$ cat src/rtl/mips_pkg.sv
// Shared MIPS pipeline definitions: MEM-stage sequencer state encoding
// and the positions of the memory-access bits in the control bundle.
package mips_pkg;

    localparam logic [1:0] ST_IDLE = 2'd0;
    localparam logic [1:0] ST_BUSY = 2'd1;
    localparam logic [1:0] ST_DONE = 2'd2;

    localparam int SIG_MEMREAD_BIT  = 0;
    localparam int SIG_MEMWRITE_BIT = 1;

    typedef enum logic [1:0] {
        S_IDLE = ST_IDLE,
        S_BUSY = ST_BUSY,
        S_DONE = ST_DONE
    } mem_state_t;

endpackage

$ cat src/rtl/mem_timeout_ctr.sv
// Counts BUSY cycles without an acknowledge and flags the cycle on which
// the access has waited TIMEOUT_CYC cycles.
module mem_timeout_ctr #(
    parameter int TIMEOUT_CYC = 64
) (
    input  logic clock,
    input  logic reset,
    input  logic clear,
    input  logic enable,
    output logic expired
);

    // The count reaches TIMEOUT_CYC-1 during the TIMEOUT_CYC-th waiting cycle.
    localparam logic [7:0] LAST = 8'(TIMEOUT_CYC - 1);

    logic [7:0] count;

    // Restart on a new access, otherwise advance once per unacknowledged cycle.
    always_ff @(posedge clock or posedge reset) begin
        if (reset)
            count <= 8'd0;
        else if (clear)
            count <= 8'd0;
        else if (enable)
            count <= count + 8'd1;
    end

    assign expired = enable && (count == LAST);

endmodule

$ cat src/rtl/register.sv
// Generic loadable register with asynchronous active-high clear.
module register #(
    parameter int WIDTH = 32
) (
    input  logic             clock,
    input  logic             reset,
    input  logic             load,
    input  logic [WIDTH-1:0] d,
    output logic [WIDTH-1:0] q
);

    // Capture d when load is high; clear on reset.
    always_ff @(posedge clock or posedge reset) begin
        if (reset)
            q <= '0;
        else if (load)
            q <= d;
    end

endmodule

$ cat src/rtl/mem_stage_ctrl.sv
// MEM-stage controller: runs one req/ack transaction per load or store
// against a variable-latency data memory, stalling the upstream buffers
// and feeding bubbles to MEM/WB until the access completes.
// Optional build macro MEM_TIMEOUT_EN adds an abort after TIMEOUT_CYC
// unacknowledged BUSY cycles and a sticky err flag.
module mem_stage_ctrl
    import mips_pkg::*;
#(
    parameter int SIG_W       = 8,
    parameter int RD_BIT      = SIG_MEMREAD_BIT,
    parameter int WR_BIT      = SIG_MEMWRITE_BIT,
    parameter int TIMEOUT_CYC = 64
) (
    input  logic             clock,
    input  logic             reset,
    input  logic             valid_in,
    input  logic [SIG_W-1:0] signals_in,
    input  logic [31:0]      addr_in,
    input  logic [31:0]      wdata_in,
    output logic             mem_req,
    output logic             mem_we,
    output logic [31:0]      mem_addr,
    output logic [31:0]      mem_wdata,
    input  logic             mem_ack,
    input  logic [31:0]      mem_rdata,
    output logic             stall,
    output logic [SIG_W-1:0] signals_out,
    output logic [31:0]      rdata_out,
    output logic             err
);

    mem_state_t  state;
    mem_state_t  state_nxt;

    logic        acc;
    logic        start;
    logic        ack_seen;
    logic        timeout;
    logic        rdata_load;
    logic [31:0] rdata_d;

    assign acc = valid_in & (signals_in[RD_BIT] | signals_in[WR_BIT]);

    // ack is only meaningful while a request is outstanding (BUSY).
    assign ack_seen = (state == S_BUSY) & mem_ack;

`ifdef MEM_TIMEOUT_EN
    logic err_q;

    mem_timeout_ctr #(
        .TIMEOUT_CYC (TIMEOUT_CYC)
    ) u_timeout (
        .clock   (clock),
        .reset   (reset),
        .clear   (start),
        .enable  ((state == S_BUSY) & ~mem_ack),
        .expired (timeout)
    );

    // Sticky error: set on the first abort, cleared only by reset.
    always_ff @(posedge clock or posedge reset) begin
        if (reset)
            err_q <= 1'b0;
        else if (timeout)
            err_q <= 1'b1;
    end

    assign err = err_q;
`else
    assign timeout = 1'b0;
    assign err     = 1'b0;
`endif

    // Loads capture returned data; an abort zeroes it; stores leave it alone.
    assign rdata_load = (ack_seen & ~mem_we) | timeout;
    assign rdata_d    = timeout ? 32'd0 : mem_rdata;

    register #(32) u_rdata (
        .clock (clock),
        .reset (reset),
        .load  (rdata_load),
        .d     (rdata_d),
        .q     (rdata_out)
    );

    // State register.
    always_ff @(posedge clock or posedge reset) begin
        if (reset)
            state <= S_IDLE;
        else
            state <= state_nxt;
    end

    // Next state, stall and bubble insertion.
    always_comb begin
        state_nxt   = state;
        stall       = 1'b0;
        start       = 1'b0;
        signals_out = signals_in;
        case (state)
            S_IDLE: begin
                if (acc) begin
                    stall       = 1'b1;
                    start       = 1'b1;
                    signals_out = '0;
                    state_nxt   = S_BUSY;
                end
            end
            S_BUSY: begin
                stall       = 1'b1;
                signals_out = '0;
                if (ack_seen || timeout)
                    state_nxt = S_DONE;
            end
            S_DONE: begin
                state_nxt = S_IDLE;
            end
            default: begin
                state_nxt = S_IDLE;
            end
        endcase
    end

    // Memory port: raise and latch on access start, drop on completion or abort.
    always_ff @(posedge clock or posedge reset) begin
        if (reset) begin
            mem_req   <= 1'b0;
            mem_we    <= 1'b0;
            mem_addr  <= 32'd0;
            mem_wdata <= 32'd0;
        end else if (start) begin
            mem_req   <= 1'b1;
            mem_we    <= signals_in[WR_BIT];
            mem_addr  <= addr_in;
            mem_wdata <= wdata_in;
        end else if (ack_seen || timeout) begin
            mem_req   <= 1'b0;
            mem_we    <= 1'b0;
        end
    end

endmodule

$ cat config.mk
export PLATFORM = sky130hd
export DESIGN_NAME = mem_stage_ctrl
export DESIGN_NICKNAME = d
export VERILOG_FILES = /design/src/rtl/mips_pkg.sv /design/src/rtl/mem_timeout_ctr.sv /design/src/rtl/register.sv /design/src/rtl/mem_stage_ctrl.sv
export SDC_FILE = /design/constraint.sdc
export NUM_CORES = 1
export LEC_CHECK = 0
export BUFFER_PORTS_ARGS = -buffer_cell sky130_fd_sc_hd__buf_4
export CAP_MARGIN = 40
export CELL_PAD_IN_SITES_DETAIL_PLACEMENT = 0
export CELL_PAD_IN_SITES_GLOBAL_PLACEMENT = 1
export CORE_MARGIN = 10
export CORE_UTILIZATION = 34
export DETAILED_ROUTE_END_ITERATION = 10
export PLACE_DENSITY = 0.83
export RECOVER_POWER = 25
export SLEW_MARGIN = 0
export SYNTH_ARGS = -nofsm -noshare
export SYNTH_HDL_FRONTEND = slang
export SYNTH_SLANG_ARGS = --single-unit
export TNS_END_PERCENT = 50
$ cat constraint.sdc
create_clock -name clock -period 3 [get_ports clock]
set_input_delay 0 -clock clock [delete_from_list [all_inputs] [get_ports clock]]
set_output_delay 0 -clock clock [all_outputs]
set_load 0.05 [all_outputs]
# --- Word-level counts from Yosys, hierarchy flattened ---
# Cells that the tools add are included.
totals:
  input_bits: 108
  elab_cells: 28
  register_bits: 100
  out_inout_bits: 108
classes:
  n_eq_ne: 3
  n_mux: 11
  n_bitwise: 5
  reduce_logical: 3
op_table:
  columns: ["cell", "count"]
  rows:
  - ["8-bit one-hot mux with 2 select lines", 1]
  - ["8-bit 2-to-1 mux", 1]
  - ["1-bit 2-to-1 mux", 5]
  - ["2-bit 2-to-1 mux", 2]
  - ["2-bit inequality test (second input constant)", 2]
  - ["2-bit one-hot mux with 2 select lines", 1]
  - ["1-bit AND", 3]
  - ["2-bit by 1-bit equality test with 1-bit output (second input constant)", 1]
  - ["2-bit logical NOT", 1]
  - ["1-bit one-hot mux with 2 select lines", 1]
  - ["2-bit AND reduction", 1]
  - ["2-bit nonzero test", 1]
  - ["1-bit NOT", 1]
  - ["1-bit bitwise OR", 1]

# --- Logic depth before layout (Yosys ltp) ---
# Gate-level depths: netlist of the first run.
depth:
  word_depth: 5
  ltp_mapped: 5
  depth_no_buf: 3

# --- Modules after synthesis ---
# A second synthesis of the first run with hierarchy kept.
unflattened:
  cells_unflattened: 232
  area_unflattened_um2: 4117.7
modules_own_cells:
  columns: ["module", "n_inst", "cells_per_inst", "seq_area_each_um2", "area_each_um2"]
  rows:
  - ["mem_stage_ctrl", 1, 163, 1701.6, 2768.9]
  - ["register", 1, 69, 800.8, 1348.8]

# --- Worst setup path before layout of the first run ---
# OpenSTA, ideal clock, no wires.
synth_timing:
  path_type: "reg-to-output"
  start: "register state[0]"
  end: "output port signals_out[1]"
  t_arrival_ns: 1.995
  n_path_buf: 0
  stages_incl_launch_ff: 4
  setup_slack_ns: 1.005
  required_ns: 3.000
  path_cell_list: "dfrtp_1 inv_1 a21oi_1 nor2_1"
synth_between:
  elab_chain_cells: 2
  elab_cells_between_ends: 3
  classes_between: "eq/ne: 1; mux: 1; reduce/logical: 1"
synth_rtl:
  columns: ["element", "line_no", "rtl"]
  rows:
  - ["from (decl)", "mem_stage_ctrl.sv:32", "mem_state_t state;"]
  - ["from (signal assigned)", "mem_stage_ctrl.sv:91", "state <= state_nxt;"]
  - ["2-bit by 1-bit equality test with 1-bit output / 2-bit logical NOT (equally long branches)", "mem_stage_ctrl.sv:100", "case (state)"]
  - ["8-bit one-hot mux with 2 select lines (*)", "mem_stage_ctrl.sv:100", null]
  - ["to (decl)", "mem_stage_ctrl.sv:27", "output logic [SIG_W-1:0] signals_out,"]
# Mark *: on every way between the ends. The rest lies on a longest branch, timed or not.

# --- Worst setup path in the final report of the first run ---
layout_timing:
  start: "input port signals_in[1]"
  end: "register mem_addr[30]"
layout_between:
  elab_chain_cells: 4
layout_rtl:
  columns: ["element", "line_no", "rtl"]
  rows:
  - ["from (decl)", "mem_stage_ctrl.sv:17", "input logic [SIG_W-1:0] signals_in,"]
  - ["1-bit bitwise OR", "mem_stage_ctrl.sv:42", "assign acc = valid_in & (signals_in[RD_BIT] | signals_in[WR_BIT]);"]
  - ["1-bit AND", "mem_stage_ctrl.sv:42", null]
  - ["1-bit 2-to-1 mux", "mem_stage_ctrl.sv:102", "if (acc) begin"]
  - ["1-bit 2-to-1 mux", "mem_stage_ctrl.sv:100", null]
  - ["to (signal assigned)", "mem_stage_ctrl.sv:134", "mem_addr <= addr_in;"]
  - ["to (decl)", "mem_stage_ctrl.sv:22", "output logic [31:0] mem_addr,"]
# Every way passes these cells.
# A chain may end at the register's enable or synchronous reset.

==> metrics.log, run 1 <==
INFO  metric power.total = 0.008652 W
INFO  metric sum_of_net_half_perimeters_after_detailed_placement = 8.802 mm
INFO  metric p_leak = 3.328 nW
INFO  metric number_of_antenna_violations_at_the_first_check_in_global_routing = 1
INFO  metric critical_path.max_fanout = 41
INFO  metric avgRoutedWirePerCell = 17.55 um
INFO  metric p_sw_share = 49.06%
INFO  metric fin_skew = 0.009229 ns
INFO  metric synth-warning-count = 0
INFO  metric power.ir.vdd_worst = 0.8286 mV
INFO  metric cp_bufs_invs = 3
INFO  metric post-synth-top-area-cell = dfrtp_1
INFO  metric timing.final.crit_share = 62.24%
INFO  metric critical_path_arrival = 2.08 ns
INFO  metric syn-mean-instance-area = 17.15 um^2
INFO  metric clk-insertion-delay-late = 0.33 ns
INFO  metric nets = 656
INFO  metric die-area = 16310 um^2
INFO  metric postSynthRegisterBits = 100
INFO  metric drt-total-wl = 12.23 mm
INFO  metric synthesis.area = 3945 um^2
INFO  metric placementRows = 39
INFO  metric multi_input_area = 1346 um^2
INFO  metric cts_made_buffers = 9
INFO  metric power.internal = 0.004408 W
INFO  metric met1Wirelength = 4.510 mm
INFO  metric cap_viol_max_count = 0
INFO  metric power.share.sequential = 28.0%
INFO  metric power.combinational.fraction = 59.0%
INFO  metric numPortBuffers = 214
INFO  metric maximum_number_of_pins_on_one_net_before_global_route_repair = 61
INFO  metric run_status = completed
INFO  metric crit_type = input port to register
INFO  metric path_delay_family = buffers and inverters
INFO  metric maximum_single_stage_delay_on_the_critical_path = 0.54 ns
INFO  metric final.setup.worst_slack = 1.133 ns
INFO  metric floorplan.die.width = 127.7 um
INFO  metric slowest_stage_cell_crit_path = dlygate4sd3_1
INFO  metric met2WireLength = 6.485 mm
INFO  metric postSynthCellCount = 230
INFO  metric clkSinkCount = 100
INFO  metric yosysUniqueCellTypes = 17
INFO  metric cts_resized = 0
INFO  metric final_period_minus_worst_setup_slack = 1.867 ns
INFO  metric max_buffers_root_to_sink = 2
INFO  metric fill_cells = 874
INFO  metric p_per_area = 1259 nW/um^2
INFO  metric crit_path_end_kind = register
INFO  metric max_freq = 535.5 MHz
INFO  metric reg2reg_depth = 3
INFO  metric first_global_vias = 3536
INFO  metric route.vias.total = 3107
INFO  metric pre_cts_slack = 1.226 ns
INFO  metric clk_pwr_share = 13.0%
INFO  metric die-height = 127.7 um
INFO  metric path_depth = 6
INFO  metric cts_root_buffer = clkbuf_16
INFO  metric drt_pass1_iterations = 4
INFO  metric initial_drt_markers = 101
INFO  metric slew-limit-headroom = 7.486%
INFO  metric grt_pass1_wl = 19.52 mm
INFO  metric rsz0062_at_grt = no
INFO  metric core_area = 11370 um^2
INFO  metric globalRouteOverflowTotal = 0
INFO  metric initial_utilization = 34.70%
INFO  metric remaining_drc_errors = 0
INFO  metric max_slew.worst_pin.slew = 1.380 ns
INFO  metric grtUsageTotal = 14.76%
INFO  metric tritoncts = built
INFO  metric vias_per_cell = 4.458
INFO  metric total_switching_power = 0.004245 W
INFO  metric finalMaxSlewViolations = 0
INFO  metric timing.critical_path.required = 3.21 ns
INFO  metric gpl.final_weighted_congestion = 0.7470
INFO  metric hp-class = input port to register
INFO  metric maxUsedRoutingLayer = met4
INFO  metric post-cts-setup-buffers = 0
INFO  metric ant_nets = 0
INFO  metric netlist_top_cells_area = dfrtp_1, mux2_2, mux2_4, buf_6, nor2b_1
INFO  metric syn-num-nets = 338
INFO  metric holdPathStages = 4
INFO  metric synth_sequential_area_ratio = 63.43%
INFO  metric top_level_ports = 216
INFO  metric synth_top_cell_area_share = 63.43%
INFO  metric final-seq-area = 2502 um^2
INFO  metric report.final.hold_viol_count = 0
INFO  metric crit_start_category = input port
INFO  metric final-setup-viol-count = 0
INFO  metric routed-wl-met3 = 1.067 mm
INFO  metric area_growth_from_synthesis_to_final_layout = 74.25%
INFO  metric reg_clk_slew_reported_paths = 0.07 ns
INFO  metric final_layout_size_suffix_gt1_share = 53.26%
INFO  metric fin_tns_setup = 0 ns
INFO  metric cts_htree_levels = 3
INFO  metric crit_path_cell_trace = dlygate4sd3_1 -> buf_4 -> o21ai_1 -> or3_4 -> buf_16 -> mux2_2
-- logic make-up after synthesis --
logic type      Yosys count  synth area share [%]
other cells               1               0.09506
buf+inv                  15                 2.632
simple gates             14                 1.935
flops                   100                 63.43
mux                      97                 31.46
compound gates            3                0.4438
-- path summary, 6_finish.rpt --
path	startpoint	end	slack (ns)
worst max-delay path	signals_in[1]	mem_addr[30]$_DFFE_PP0P_	1.13
worst min-delay path	valid_in	state[0]$_DFFE_PP0P_	0.34
worst max register to register	state[0]$_DFFE_PP0P_	mem_addr[16]$_DFFE_PP0P_	1.22
worst min register to register	mem_req$_DFFE_PP0P_	mem_req$_DFFE_PP0P_	0.49
max in group asynchronous	reset	mem_addr[14]$_DFFE_PP0P_	1.52
min in group asynchronous	reset	mem_addr[29]$_DFFE_PP0P_	0.54
-- power by group through the flow --
stage          sequential (W)  combinational (W)  clock, W
3_5_place_dp          0.00244            0.00524         0
6_report              0.00243            0.00510   0.00112
2_1_floorplan         0.00479            0.00126         0
4_1_cts               0.00243            0.00536   0.00115
5_1_grt               0.00252            0.00531   0.00122
3_3_place_gp          0.00241            0.00518         0
-- final cells by class --
type,instances,share of cell area [%]
clock inverters,2,0.5096
diodes,2,0.07281
well taps,143,2.603
multi-input cells,115,19.58
repair buffers,318,36.95
flip-flops and latches,100,36.40
clock buffers,13,3.640
inverters,4,0.2366
-- state kept, by name, summed over array words and instances, names as in the netlist --
name and flops:
mem_req 1, state 2, mem_wdata 32, mem_addr 32, mem_we 1, u_rdata.q 32
-- worst reg2reg max path: cells and delay by family, from the launching register on --
family                 cells  cell delay (ns)
buffers and inverters      1             0.29
flip-flops                 1             0.40
multiplexers               1             0.36
AND/OR/NAND/NOR            1             0.61
-- layer usage --
metal,GRT usage [%],vias to the layer above
met3,6.369,11
met4,4.040,0
met1,15.76,1547
li1,-,1432
met2,26.02,117
met5,0,-
-- repair_timing --
| action | in CTS | in global routing |
|---|---|---|
| hold buffers | 99 | 0 |
| setup endpoints to repair | 0 | 0 |
| endpoints found under the hold margin | 124 | 0 |
-- cell usage in the layout, fill, tap and decap left out, drive strengths merged --
master       count
a21boi           1
a21oi            1
buf            182
bufinv           1
clkbuf          50
clkinv           1
clkinvlp         1
conb             1
dfrtp          100
diode            2
dlygate4sd3     99
inv              3
mux2            96
mux2i            1
nand2            3
nand3b           1
nor2             2
nor2b            7
o21ai            1
or3              1
-- cell usage after synthesis --
cell      number
or3_1          1
nand3b_1       1
buf_4          1
a21boi_0       1
nor2_1         2
inv_1          4
a21oi_1        1
buf_2          5
o21ai_1        1
conb_1         1
mux2i_1        1
nand2_1        3
mux2_4        40
dfrtp_1      100
buf_6          5
mux2_2        56
nor2b_1        7
-- metrics by stage --
stage | cell area, um^2 | hold slack [ns] | std cells | util [%]
final | 6874 | 0.3376 | 697 | 60.46
after global routing | 6872 | 0.3656 | 696 | 60.44
after CTS | 7005 | 0.2366 | 695 | 61.62
after detailed placement | 5729 | 0.03063 | 581 | 50.39
after global placement | 5674 | 0.2064 | 579 | 49.91
after floorplan | 3945 | 0.1067 | 230 | -
Power figures use the tool's default switching activity.
==> run 2, diff against run 1 <==
--- a/config.mk
+++ b/config.mk
@@ -5,14 +5,15 @@
 export SDC_FILE = /design/constraint.sdc
 export NUM_CORES = 1
 export LEC_CHECK = 0
+export ABC_AREA = 1
 export BUFFER_PORTS_ARGS = -buffer_cell sky130_fd_sc_hd__buf_4
 export CAP_MARGIN = 40
 export CELL_PAD_IN_SITES_DETAIL_PLACEMENT = 0
 export CELL_PAD_IN_SITES_GLOBAL_PLACEMENT = 1
 export CORE_MARGIN = 10
-export CORE_UTILIZATION = 34
+export CORE_UTILIZATION = 29
 export DETAILED_ROUTE_END_ITERATION = 10
-export PLACE_DENSITY = 0.83
+export PLACE_DENSITY = 0.81
 export RECOVER_POWER = 25
 export SLEW_MARGIN = 0
 export SYNTH_ARGS = -nofsm -noshare
==> constraint.sdc (replaced) <==
create_clock -name clock -period 1.5 [get_ports clock]
set_input_delay 0 -clock clock [delete_from_list [all_inputs] [get_ports clock]]
set_output_delay 0 -clock clock [all_outputs]
set_load 0.05 [all_outputs]
==> run 2 against run 1 <==
Effect of this change:
- register-to-register slack worse by 1.0 ns
- largest cell class unchanged
- sequential power increased by 77%
- core utilization down 8.8 points
- critical endpoint is now signals_out[6]
- first-iteration DRC count is 40% higher
- critical path type is now register to primary output
==> metrics.log, run 2 <==
INFO  metric nets = 864
INFO  metric crit_start_category = register
INFO  metric timing.critical_path.required = 1.50 ns
INFO  metric final-seq-area = 2502 um^2
INFO  metric hp-class = input port to register
INFO  metric synthMostInstantiatedCell = nand2_1
INFO  metric max_freq = 705.0 MHz
INFO  metric top_level_ports = 216
INFO  metric p_per_area = 1984 nW/um^2
INFO  metric max_buffers_root_to_sink = 2
INFO  metric routed-wl-met3 = 1.011 mm
INFO  metric drt_pass1_iterations = 6
INFO  metric finalMaxSlewViolations = 0
INFO  metric postSynthCellCount = 446
INFO  metric synth_edf_count = 0
INFO  metric crit_path_end_kind = primary output
INFO  metric met2WireLength = 6.814 mm
INFO  metric final-setup-viol-count = 0
INFO  metric cts_htree_levels = 3
INFO  metric crit_type = register to primary output
INFO  metric final_period_minus_worst_setup_slack = 1.418 ns
INFO  metric vias_per_cell = 4.087
INFO  metric post-synth-top-area-cell = dfrtp_1
INFO  metric final_cell_mix = buf_4, nand2_1, dfrtp_1, dlygate4sd3_1, inv_1
INFO  metric sum_of_net_half_perimeters_after_detailed_placement = 9.435 mm
INFO  metric initial_utilization = 29.37%
INFO  metric timing.final.crit_share = 94.56%
INFO  metric gpl.final_weighted_congestion = 0.7970
INFO  metric mostFrequentLayoutCell = buf_4
INFO  metric avgRoutedWirePerCell = 14.38 um
INFO  metric antenna-diode-count = 0
INFO  metric placementRows = 43
INFO  metric cts_root_buffer = clkbuf_16
INFO  metric core_area = 13770 um^2
INFO  metric cts_made_buffers = 9
INFO  metric floorplan.die.width = 138.1 um
INFO  metric fill_cells = 1266
INFO  metric yosysUniqueCellTypes = 17
INFO  metric number_of_antenna_violations_at_the_first_check_in_global_routing = 0
INFO  metric report.final.hold_viol_count = 0
INFO  metric multi_input_area = 1120 um^2
INFO  metric die-area = 19070 um^2
INFO  metric rsz0062_at_grt = yes
INFO  metric grtUsageTotal = 13.86%
INFO  metric reg_top3 = mem_addr: 32 flops, mem_wdata: 32 flops, u_rdata.q: 32 flops
INFO  metric p_leak = 3.893 nW
INFO  metric maximum_number_of_pins_on_one_net_before_global_route_repair = 105
INFO  metric synth_sequential_area_ratio = 61.86%
INFO  metric syn-mean-instance-area = 9.070 um^2
INFO  metric critical_path_arrival = 1.42 ns
INFO  metric drt-total-wl = 13.49 mm
INFO  metric run_status = completed
INFO  metric fin_skew = 0.006323 ns
INFO  metric route.vias.total = 3834
INFO  metric max_slew.worst_pin.slew = 0.9763 ns
INFO  metric postSynthRegisterBits = 100
INFO  metric hold_ws = 0.005780 ns
INFO  metric synth_top_cell_area_share = 61.86%
INFO  metric area_growth_from_synthesis_to_final_layout = 75.87%
INFO  metric synthesis.area = 4045 um^2
INFO  metric ant_nets = 0
INFO  metric met1Wirelength = 5.348 mm
INFO  metric reg_clk_slew_reported_paths = 0.06 ns
INFO  metric synth-warning-count = 0
INFO  metric grt_pass1_wl = 21.89 mm
INFO  metric slew-limit-headroom = 34.91%
INFO  metric critical_path.max_fanout = 9
INFO  metric final_cell_area = 7114 um^2
INFO  metric die-height = 138.1 um
INFO  metric dpl-instance-area = 5819 um^2
INFO  metric globalRouteOverflowTotal = 0
INFO  metric syn-num-nets = 554
INFO  metric power.ir.vdd_worst = 1.007 mV
INFO  metric first_global_vias = 4205
INFO  metric remaining_drc_errors = 0
INFO  metric cap_viol_max_count = 0
INFO  metric tritoncts = built
INFO  metric netlist_top_cells_area = dfrtp_1, nand2_1, inv_1, o21ai_1, o21ai_2
INFO  metric maxUsedRoutingLayer = met4
INFO  metric initial_drt_markers = 141
INFO  metric postSynth.asyncResetShare = 100.0%
INFO  metric clkSinkCount = 100
INFO  metric numPortBuffers = 214
INFO  metric clk-insertion-delay-late = 0.34 ns
INFO  metric ys_dominant_reg_cell = dfrtp_1
INFO  metric synth.cells.most_frequent = nand2_1, dfrtp_1, inv_1
INFO  metric final_layout_size_suffix_gt1_share = 34.04%
run 2: metal layers:
metal | vias up | global-route usage (%)
li1 | 1949 | -
met5 | - | 0
met2 | 134 | 23.74
met3 | 24 | 4.932
met1 | 1727 | 15.24
met4 | 0 | 5.716
run 2: critical path: stages, from the launching register on:
cell	delay [ns]
dfrtp_1	0.43
nor2_4	0.15
nand3_4	0.11
nand2_4	0.14
nor2_1	0.06
buf_4	0.19
run 2: cell families (layout without fill, tap and decap cells):
| logic type | count (synthesis) | in the layout | synth area share [%] |
|---|---|---|---|
| other | 1 | 1 | 0.09270 |
| flip-flops | 100 | 100 | 61.86 |
| buffers and inverters | 98 | 410 | 11.07 |
| AND/OR/NAND/NOR | 182 | 182 | 17.45 |
| AO/OA/AOI/OAI | 65 | 65 | 9.527 |
run 2: area by class of cell:
type	count	share of cell area, %
well taps	180	3.166
inverters	77	4.080
flip-flops and latches	100	35.17
clock inverters	3	0.9145
clock buffers	10	3.218
multi-input cells	248	15.74
repair buffers	320	37.71
run 2: final timing paths:
kind / from / endpoint / slack (ns) / cells past startpoint
min in group asynchronous: reset / mem_addr[24]$_DFFE_PP0P_ / 0.52 / 4
min: valid_in / mem_we$_DFFE_PP0P_ / 0.006 / 4
max: state[0]$_DFFE_PP0P_ / signals_out[6] / 0.08 / 5
max reg2reg: state[0]$_DFFE_PP0P_ / mem_addr[5]$_DFFE_PP0P_ / 0.21 / 5
min reg2reg: u_rdata.q[23]$_DFFE_PP0P_ / u_rdata.q[23]$_DFFE_PP0P_ / 0.47 / 2
max in group asynchronous: reset / mem_wdata[17]$_DFFE_PP0P_ / 0.29 / 4
run 2: metrics by stage:
stage,power [W],setup TNS (ns),util [%],cells,worst slack [ns]
finish,0.01412,0,51.65,938,0.08159
global route,0.01489,-0.05611,51.65,938,-0.03425
CTS,0.01426,0,51.62,938,0.009887
detailed placement,0.01162,0,42.25,826,0.2241
global placement,0.01151,0,42.25,826,0.2612
floorplan,0.009149,-1.339,-,446,-0.1674
run 2: where the power goes:
group | switching (W) | leakage, nW | internal (W)
registers | 0.000587 | 1.24 | 0.00370
clock network | 0.000940 | 0.144 | 0.00143
logic | 0.00525 | 2.51 | 0.00221
total | 0.00678 | 3.89 | 0.00734
run 2: timing repair:
item / in CTS / in global routing
cloned: 0 / 0
endpoints found under the hold margin: 199 / 0
gates resized for setup: 1 / 10
setup buffers: 0 / 0
hold buffers: 99 / 0
setup endpoints to repair: 8 / 6
==> run 3, diff against run 2 <==
--- a/config.mk
+++ b/config.mk
@@ -13,6 +13,7 @@
 export CORE_MARGIN = 10
 export CORE_UTILIZATION = 29
 export DETAILED_ROUTE_END_ITERATION = 10
+export HOLD_SLACK_MARGIN = 0.03
 export PLACE_DENSITY = 0.81
 export RECOVER_POWER = 25
 export SLEW_MARGIN = 0
==> run 3 against run 2 <==
Effect of this change:
- clock-buffer cell count unchanged
- clock power barely moved
- register-to-register slack hardly changed
- wire length rose by 0.72%
- critical path depth unchanged
- non-clock buffer count grew 2
- die area unchanged
- setup slack worse by 0.0016 ns
- global-route usage increased by 0.10 points
- sequential cell count did not move
- largest cell class unchanged
- highest routed layer unchanged
==> metrics.log, run 3 (synthesis results as in run 2) <==
INFO  metric fill_cells = 1264
INFO  metric max_slew.worst_pin.slew = 0.9770 ns
INFO  metric hold_ws = 0.3341 ns
INFO  metric core_area = 13770 um^2
INFO  metric reg_top3 = mem_addr: 32 flops, mem_wdata: 32 flops, u_rdata.q: 32 flops
INFO  metric sum_of_net_half_perimeters_after_detailed_placement = 9.435 mm
INFO  metric p_sw_share = 47.98%
INFO  metric reg2reg_to = mem_wdata[25]$_DFFE_PP0P_
INFO  metric setup.worst_path.end = signals_out[6]
INFO  metric cts_made_buffers = 9
INFO  metric timing.critical_path.required = 1.50 ns
INFO  metric final_period_minus_worst_setup_slack = 1.420 ns
INFO  metric final_layout_size_suffix_gt1_share = 33.95%
INFO  metric placementRows = 43
INFO  metric fin_util = 51.80%
INFO  metric report.final.hold_viol_count = 0
INFO  metric crit_type = register to primary output
INFO  metric timing.final.crit_share = 94.67%
INFO  metric post-cts-setup-buffers = 0
INFO  metric max_freq = 704.2 MHz
INFO  metric route.vias.total = 3871
INFO  metric reg2reg_slack = 0.21 ns
INFO  metric clkSinkCount = 100
INFO  metric mostFrequentLayoutCell = buf_4
INFO  metric p_per_area = 1980 nW/um^2
INFO  metric crit_path_end_kind = primary output
INFO  metric ant_nets = 0
INFO  metric p_leak = 3.902 nW
INFO  metric die-area = 19070 um^2
INFO  metric cts_htree_levels = 3
INFO  metric clk-insertion-delay-late = 0.34 ns
INFO  metric final-setup-viol-count = 0
INFO  metric initial_drt_markers = 145
INFO  metric initial_utilization = 29.37%
INFO  metric numPortBuffers = 214
INFO  metric max_buffers_root_to_sink = 2
INFO  metric first_global_vias = 4220
INFO  metric vias_per_cell = 4.118
INFO  metric critical_path_arrival = 1.42 ns
INFO  metric tritoncts = built
INFO  metric floorplan.die.width = 138.1 um
INFO  metric critical_path.max_fanout = 9
INFO  metric power.total = 0.01412 W
INFO  metric top_level_ports = 216
INFO  metric remaining_drc_errors = 0
INFO  metric final_cell_mix = buf_4, nand2_1, dlygate4sd3_1, dfrtp_1, inv_1
INFO  metric reg2reg_depth = 5
INFO  metric die-height = 138.1 um
INFO  metric grt_pass1_wl = 22.05 mm
INFO  metric cp-startpoint = state[0]$_DFFE_PP0P_
INFO  metric avgRoutedWirePerCell = 14.46 um
INFO  metric maximum_number_of_pins_on_one_net_before_global_route_repair = 105
INFO  metric clk_pwr_share = 16.8%
INFO  metric power.ir.vdd_worst = 1.006 mV
INFO  metric drt_pass1_iterations = 5
INFO  metric hp-class = input port to primary output
INFO  metric grtUsageTotal = 13.96%
INFO  metric crit_start_category = register
INFO  metric power.share.sequential = 30.4%
INFO  metric globalRouteOverflowTotal = 0
INFO  metric final.setup.worst_slack = 0.07997 ns
INFO  metric antenna-diode-count = 0
INFO  metric cts_root_buffer = clkbuf_16
INFO  metric area_growth_from_synthesis_to_final_layout = 76.37%
INFO  metric total_switching_power = 0.006776 W
INFO  metric number_of_antenna_violations_at_the_first_check_in_global_routing = 0
INFO  metric nets = 866
INFO  metric power.internal = 0.007346 W
INFO  metric reg_clk_slew_reported_paths = 0.06 ns
INFO  metric timing.rr.start = state[0]$_DFFE_PP0P_
INFO  metric fin_skew = 0.005708 ns
INFO  metric finalMaxSlewViolations = 0
INFO  metric fin_tns_setup = 0 ns
INFO  metric gpl.final_weighted_congestion = 0.7970
INFO  metric cap_viol_max_count = 0
INFO  metric rsz0062_at_grt = yes
INFO  metric drt-total-wl = 13.59 mm
INFO  metric pre_cts_slack = 0.2241 ns
INFO  metric run_status = completed
INFO  metric slew-limit-headroom = 34.87%
INFO  metric power.combinational.fraction = 52.9%
run 3: cell types whose count changed in the layout (fill, tap and decap cells not counted):
cell and change:
dlygate4sd3_1 +2
run 3: power groups by stage:
stage | Combinational [W] | Sequential, W | Clock (W)
6_report | 0.00747 | 0.00429 | 0.00237
3_3_place_gp | 0.00722 | 0.00429 | 0
3_5_place_dp | 0.00730 | 0.00432 | 0
5_1_grt | 0.00790 | 0.00443 | 0.00256
4_1_cts | 0.00752 | 0.00429 | 0.00245
2_1_floorplan | 0.00138 | 0.00777 | 0
run 3: area by class of cell:
type / count / area (um^2) / share of cell area (%)
timing repair buffer: 322 / 2703 / 37.88
inverter: 77 / 290.3 / 4.069
tap: 180 / 225.2 / 3.157
multi-input combinational: 248 / 1120 / 15.70
clock buffer: 10 / 229.0 / 3.209
sequential: 100 / 2502 / 35.08
clock inverter: 3 / 65.06 / 0.9120
run 3: layer usage:
| metal | up-vias | global-route usage, % | share of wire (%) |
|---|---|---|---|
| li1 | 1956 | - | - |
| met3 | 24 | 4.897 | 7.6 |
| met1 | 1755 | 15.30 | 39 |
| met2 | 136 | 24.05 | 51 |
| met5 | - | 0 | 0 |
| met4 | 0 | 5.716 | 2.3 |
run 3: worst max-delay path: stages, from the launching register on:
cell	delay, ns
dfrtp_1	0.43
nor2_4	0.15
nand3_4	0.11
nand2_4	0.14
nor2_1	0.06
buf_4	0.19
run 3: worst min-delay path by stage:
stage	from	to	depth (start not counted)
2_1_floorplan	mem_ack	state[0]$_DFFE_PP0P_	1
3_3_place_gp	reset	mem_wdata[0]$_DFFE_PP0P_	3
3_5_place_dp	reset	mem_wdata[1]$_DFFE_PP0P_	3
4_1_cts	reset	mem_addr[16]$_DFFE_PP0P_	4
5_1_grt	signals_in[4]	signals_out[4]	4
6_report	signals_in[4]	signals_out[4]	4
run 3: per-stage QoR:
step,instance area [um^2],instances
final,7134,940
after global routing,7134,940
after CTS,7129,940
after detailed placement,5819,826
after global placement,5819,826
after floorplan,4049,446
run 3: what timing repair did:
item                       in CTS  in global routing
resized for setup               1                 10
hold buffers                  101                  0
setup endpoints to repair       8                  6
hold endpoints to repair      200                  0
